==> src/rtl/mux2_rr_arbiter.sv <==
// mux2_rr_arbiter: round-robin arbiter sharing one 2:1 select path between two
// requesters, with a bounded burst length and a valid/ready handshake downstream.
//
// Ports:
//   clk, rst_n          clock (rising edge), async active-low reset
//   req0/data0          requester 0 request and data
//   req1/data1          requester 1 request and data
//   ready               downstream accepts this cycle
//   sel                 mux select, 0 = data0, 1 = data1 (registered)
//   gnt0/gnt1           requester owns the path (registered)
//   dout                sel ? data1 : data0 (combinational)
//   valid               owner is requesting (combinational)
//   ack0/ack1           transfer completes this cycle for that requester (combinational)
//   busy                arbiter not idle (registered)
module mux2_rr_arbiter #(
    parameter int unsigned WIDTH     = 8,
    parameter int unsigned MAX_BURST = 4,
    parameter int unsigned CNT_W     = 8
) (
    input  logic             clk,
    input  logic             rst_n,
    input  logic             req0,
    input  logic [WIDTH-1:0] data0,
    input  logic             req1,
    input  logic [WIDTH-1:0] data1,
    input  logic             ready,
    output logic             sel,
    output logic             gnt0,
    output logic             gnt1,
    output logic [WIDTH-1:0] dout,
    output logic             valid,
    output logic             ack0,
    output logic             ack1,
    output logic             busy
);

    localparam logic [CNT_W-1:0] LAST_BEAT = CNT_W'(MAX_BURST - 1);

    typedef enum logic [1:0] {
        IDLE   = 2'd0,
        GRANT0 = 2'd1,
        GRANT1 = 2'd2
    } state_t;

    state_t           state_q, state_d;
    logic [CNT_W-1:0] cnt_q, cnt_d;
    logic             last_q, last_d;
    logic             xfer;

    // Handshake decode from the registered grants.
    assign dout  = sel ? data1 : data0;
    assign valid = (gnt0 & req0) | (gnt1 & req1);
    assign ack0  = valid & ready & gnt0;
    assign ack1  = valid & ready & gnt1;
    assign xfer  = valid & ready;

    // State, beat counter, priority and registered output decode.
    always_ff @(posedge clk or negedge rst_n) begin
        if (!rst_n) begin
            state_q <= IDLE;
            cnt_q   <= '0;
            last_q  <= 1'b1;
            sel     <= 1'b0;
            gnt0    <= 1'b0;
            gnt1    <= 1'b0;
            busy    <= 1'b0;
        end else begin
            state_q <= state_d;
            cnt_q   <= cnt_d;
            last_q  <= last_d;
            sel     <= (state_d == GRANT1);
            gnt0    <= (state_d == GRANT0);
            gnt1    <= (state_d == GRANT1);
            busy    <= (state_d != IDLE);
        end
    end

    // Next-state: arbitration from idle, burst-bounded release while granted.
    always_comb begin
        state_d = state_q;
        cnt_d   = cnt_q;
        last_d  = last_q;
        case (state_q)
            IDLE: begin
                if (req0 && req1) begin
                    state_d = last_q ? GRANT0 : GRANT1;
                end else if (req0) begin
                    state_d = GRANT0;
                end else if (req1) begin
                    state_d = GRANT1;
                end
            end
            GRANT0: begin
                if (!req0 || (xfer && (cnt_q == LAST_BEAT) && req1)) begin
                    state_d = req1 ? GRANT1 : IDLE;
                    last_d  = 1'b0;
                    cnt_d   = '0;
                end else if (xfer) begin
                    // Uncontested at the burst limit: wrap and keep the grant.
                    cnt_d = (cnt_q == LAST_BEAT) ? '0 : cnt_q + CNT_W'(1);
                end
            end
            GRANT1: begin
                if (!req1 || (xfer && (cnt_q == LAST_BEAT) && req0)) begin
                    state_d = req0 ? GRANT0 : IDLE;
                    last_d  = 1'b1;
                    cnt_d   = '0;
                end else if (xfer) begin
                    cnt_d = (cnt_q == LAST_BEAT) ? '0 : cnt_q + CNT_W'(1);
                end
            end
            default: begin
                state_d = IDLE;
                cnt_d   = '0;
            end
        endcase
    end

endmodule
==> config.mk <==
export PLATFORM = sky130hd
export DESIGN_NAME = mux2_rr_arbiter
export DESIGN_NICKNAME = d
export VERILOG_FILES = /design/src/rtl/mux2_rr_arbiter.sv
export SDC_FILE = /design/constraint.sdc
export NUM_CORES = 1
export LEC_CHECK = 0
export CORE_AREA = 5 5 55 57
export CTS_BUF_LIST = sky130_fd_sc_hd__clkbuf_8
export CTS_CLUSTER_DIAMETER = 80
export DETAILED_ROUTE_END_ITERATION = 10
export DIE_AREA = 0 0 60 62
export DONT_BUFFER_PORTS = 1
export GPL_TIMING_DRIVEN = 0
export PLACE_DENSITY_LB_ADDON = 0.1
export SYNTH_ARGS = -nofsm -noshare
export SYNTH_HDL_FRONTEND = slang
export SYNTH_SLANG_ARGS = --single-unit
==> constraint.sdc <==
create_clock -name clk -period 2.1 [get_ports clk]
set_clock_uncertainty 0.05 [all_clocks]
set_input_delay 0.63 -clock clk [delete_from_list [all_inputs] [get_ports clk]]
set_output_delay 0.63 -clock clk [all_outputs]
set_load 0.03 [all_outputs]
==> metrics.md <==
| Metric | Value |
|---|---|
| # fillers | `229` |
| Failing checks | `setup timing` |
| Sw Share | `a little under half` |
| Diode count | `0` |
| Post-layout util | `55.6%` |
| Post-Syn Instances | `119` |
| Initial antenna violation count | `0` |
| Mean Syn Cell Area | `roughly 9.1 um2` |
| Worst endpoint data arrival time | `1.43 ns` |
| P per Cell Area | `between 1000 and 1500 mW/mm2` |
| Num rows | `18` |
| Drt wl/cell | `16.3 um` |
| Number of buffers created by CTS | `3` |
| Yosys cell types | `44` |
| Post-DP HPWL | `1920 um` |
| Setup_tns | `-0.00987 ns` |
| Worst hold-check path type | `input pin to asynchronous set/reset pin` |
| Crit-path leading delay family | `flip-flops` |
| Critical-path cell list | `buf_6 > a22oi_2 > inv_2 > and3_4` |
| Max-slew violations | `0` |
| Worst vdd ir | `0.660 mV` |
| Initial detailed-routing violation count | `41` |
| Fin crit period | `2.11 ns` |
| Top FF cell, synth | `dfrtp_1` |
| Slowest cell on crit path | `dfrtp_2` |
| CTS tree | `yes` |
| Syn. warnings | `0` |
| Via density | `about 6` |
| Max Cap Viol | `0` |
| Crit path buffers/inverters | `2` |
| Final antenna-violating net count | `0` |
| Initial core utilization | `about 44%` |
| DRC violations left | `0` |
| Total Wirelength | `2730 um` |
| Status | `complete, but fails checks` |
| Worst slew pin tran | `~0.54 ns` |
| Via count | `1001` |
| Crit. Startpoint | `gnt1$_DFF_PN0_` |
| Crit path launch type | `flop` |
| I/O pin cnt | `36` |
| Clock latency on the worst-skew pair | `between 0.2 and 0.25 ns` |
| Psw | `0.000733 W` |
| Fmax | `475 MHz` |
| Worst Path Max Fanout | `6` |
| Die area | `approximately 0.0037 mm2` |
| GR Overflow Total | `0` |
| Port-buffer cells | `0` |
| CP required | `~1.4 ns` |
| Internal | `slightly below 0.0009 W` |
| Synth Register Bits | `14` |
| CTS sink count | `14` |
| Commonest non-fill, non-tap cell in the layout | `buf_4` |
| Core area | `0.00243 mm2` |
| DR pass1 iterations | `4` |
| Synthesized area | `0.00108 mm2` |
| Final hold vios | `0` |
| H-tree lvl count | `1` |
| Nets | `between 150 and 200` |
| Layout cells sized above 1 | `between 30% and 40%` |
| Clock share of power | `13.9%` |
| Pre-CTS WS | `-0.119 ns` |
| CP Capture Type | `output port` |
| Area grow syn2layout | `25.4%` |
| EDFF count, synth | `0` |
| Combinational power share | `57.9%` |
| Crit share post-route | `100%` |
| Largest stage delay, worst path | `slightly below 0.5 ns` |
| Sequential element share of the synthesized area | `32.6%` |
| Root cell of the clock tree | `clkbuf_8` |
| GPL Wtd Cong | `0.844` |
| GRT Util Overall | `14.6%` |
| Largest net degree at the start of global routing | `15` |
| Setup violators final | `2` |
| Chip Width | `about 60 um` |
| Clock tree buffer depth | `2` |
| FFs w/ async S/R, synth | `100%` |
| Sequential Power Share | `28.2%` |
| First-pass GRT wire length | `4040 um` |
| Kind of critical path | `flop to output port` |
| Die height | `approximately 62 um` |
| Final WS setup | `-0.00524 ns` |
| Reg-to-Reg Start | `state_q[0]$_DFF_PN0_` |
| Vias in the first global route | `904` |
| Clk pin slew, worst setup/hold paths | `around 0.060 ns` |
| Leakage | `about 0.6 nW` |
| Commonest cells after routing, fill and taps aside | `14 x buf_4, 12 x nand2_1, 10 x dfrtp_1` |
| Worst relative slew slack | `between 60% and 70%` |
| RSZ-0062 raised after global routing | `yes` |
| Syn nets | `145` |
| Final Hold Slack | `0.0243 ns` |
[timing repair]
item	CTS	global route
setup buffers	3	10
endpoints found under the setup margin	22	14
hold buffers	0	0
pin swaps	2	7
resized for setup	4	12
cloned	0	1
[final cells by class]
type                            count  area, um2  share of cell area (%)
Clock inverter                      1       3.75                   0.278
Sequential cell                    14        355                    26.3
Clock buffer                        3       41.3                    3.05
Inverter                            9       33.8                    2.50
Buffer                              5       55.1                    4.07
Timing Repair Buffer               13       97.6                    7.22
Tap cell                           30       37.5                    2.78
Multi-Input combinational cell     92        728                    53.8
[registers in the layout, indices dropped and copies added (netlist names)]
name,count
cnt_q,8
state_q,2
busy,1
gnt0,1
gnt1,1
last_q,1
[cells in the mapped netlist, types with 2 or more instances]
master | instances | area [um2]
inv_1 | 9 | 33.8
o2bb2ai_1 | 2 | 17.5
nor3_1 | 4 | 20.0
a21oi_1 | 7 | 35.0
nand3_1 | 3 | 15.0
mux2_2 | 8 | 90.1
dfrtp_1 | 13 | 325
ha_1 | 5 | 62.6
nor2_1 | 3 | 11.3
o21ai_0 | 9 | 45.0
buf_2 | 3 | 15.0
nand2_1 | 12 | 45.0
and3_2 | 2 | 15.0
o21bai_1 | 2 | 15.0
nand3b_1 | 4 | 30.0
and3_1 | 3 | 18.8
a22o_1 | 3 | 26.3
[cell families (layout without fill, tap and decap cells)]
logic type / Yosys count / count (layout) / share of synthesized area [%]
AO/OA/AOI/OAI: 35 / 35 / 23.2
XOR/XNOR: 2 / 2 / 1.62
adder cells (fa/ha/maj): 5 / 5 / 5.80
buffers and inverters: 14 / 31 / 5.57
flip-flops: 14 / 14 / 32.6
multiplexers: 8 / 8 / 8.35
AND/OR/NAND/NOR: 41 / 42 / 22.9
[path summary, 6_finish.rpt]
path | endpoint | slack [ns] | cells after the start
worst max-delay path | ack0 | -0.005 | 4
worst min-delay path | gnt1$_DFF_PN0_ | 0.02 | 0
worst max register to register | gnt1$_DFF_PN0_ | 0.03 | 7
worst min register to register | last_q$_DFFE_PN1P_ | 0.45 | 2
max in group asynchronous | last_q$_DFFE_PN1P_ | 1.80 | 0
min in group clk | last_q$_DFFE_PN1P_ | 0.45 | 2
[layer usage]
metal / routed length [um] / track usage [%] / vias to the layer above
met5: 0 / 0 / -
met1: 1160 / 18.8 / 474
met4: 17 / 3.16 / 0
met2: 1240 / 24.5 / 54
met3: 309 / 4.13 / 2
li1: - / - / 471
[power groups by stage]
stage | Sequential [W] | Combinational [W] | Clock (W)
6_report | 0.000452 | 0.000927 | 0.000222
3_5_place_dp | 0.000448 | 0.000770 | 0
3_3_place_gp | 0.000445 | 0.000767 | 0
5_1_grt | 0.000463 | 0.00101 | 0.000241
2_1_floorplan | 0.000432 | 0.000660 | 0
4_1_cts | 0.000448 | 0.000798 | 0.000233
[worst reg2reg max path: stages (launching register included)]
cell and delay [ns]:
dfrtp_1 0.42, inv_1 0.14, ha_2 0.23, or3b_2 0.49
nor4_4 0.23, o21ai_0 0.16, o211ai_1 0.13, o31ai_1 0.10
[through the flow]
stage / power, W / instance area [um2] / instances
CTS: 0.00148 / 1230 / 156
finish: 0.00160 / 1350 / 167
floorplan: 0.00109 / 1110 / 119
global placement: 0.00121 / 1150 / 149
global route: 0.00171 / 1350 / 167
detailed placement: 0.00122 / 1150 / 149
No activity file was read; power rests on OpenSTA's default activity.
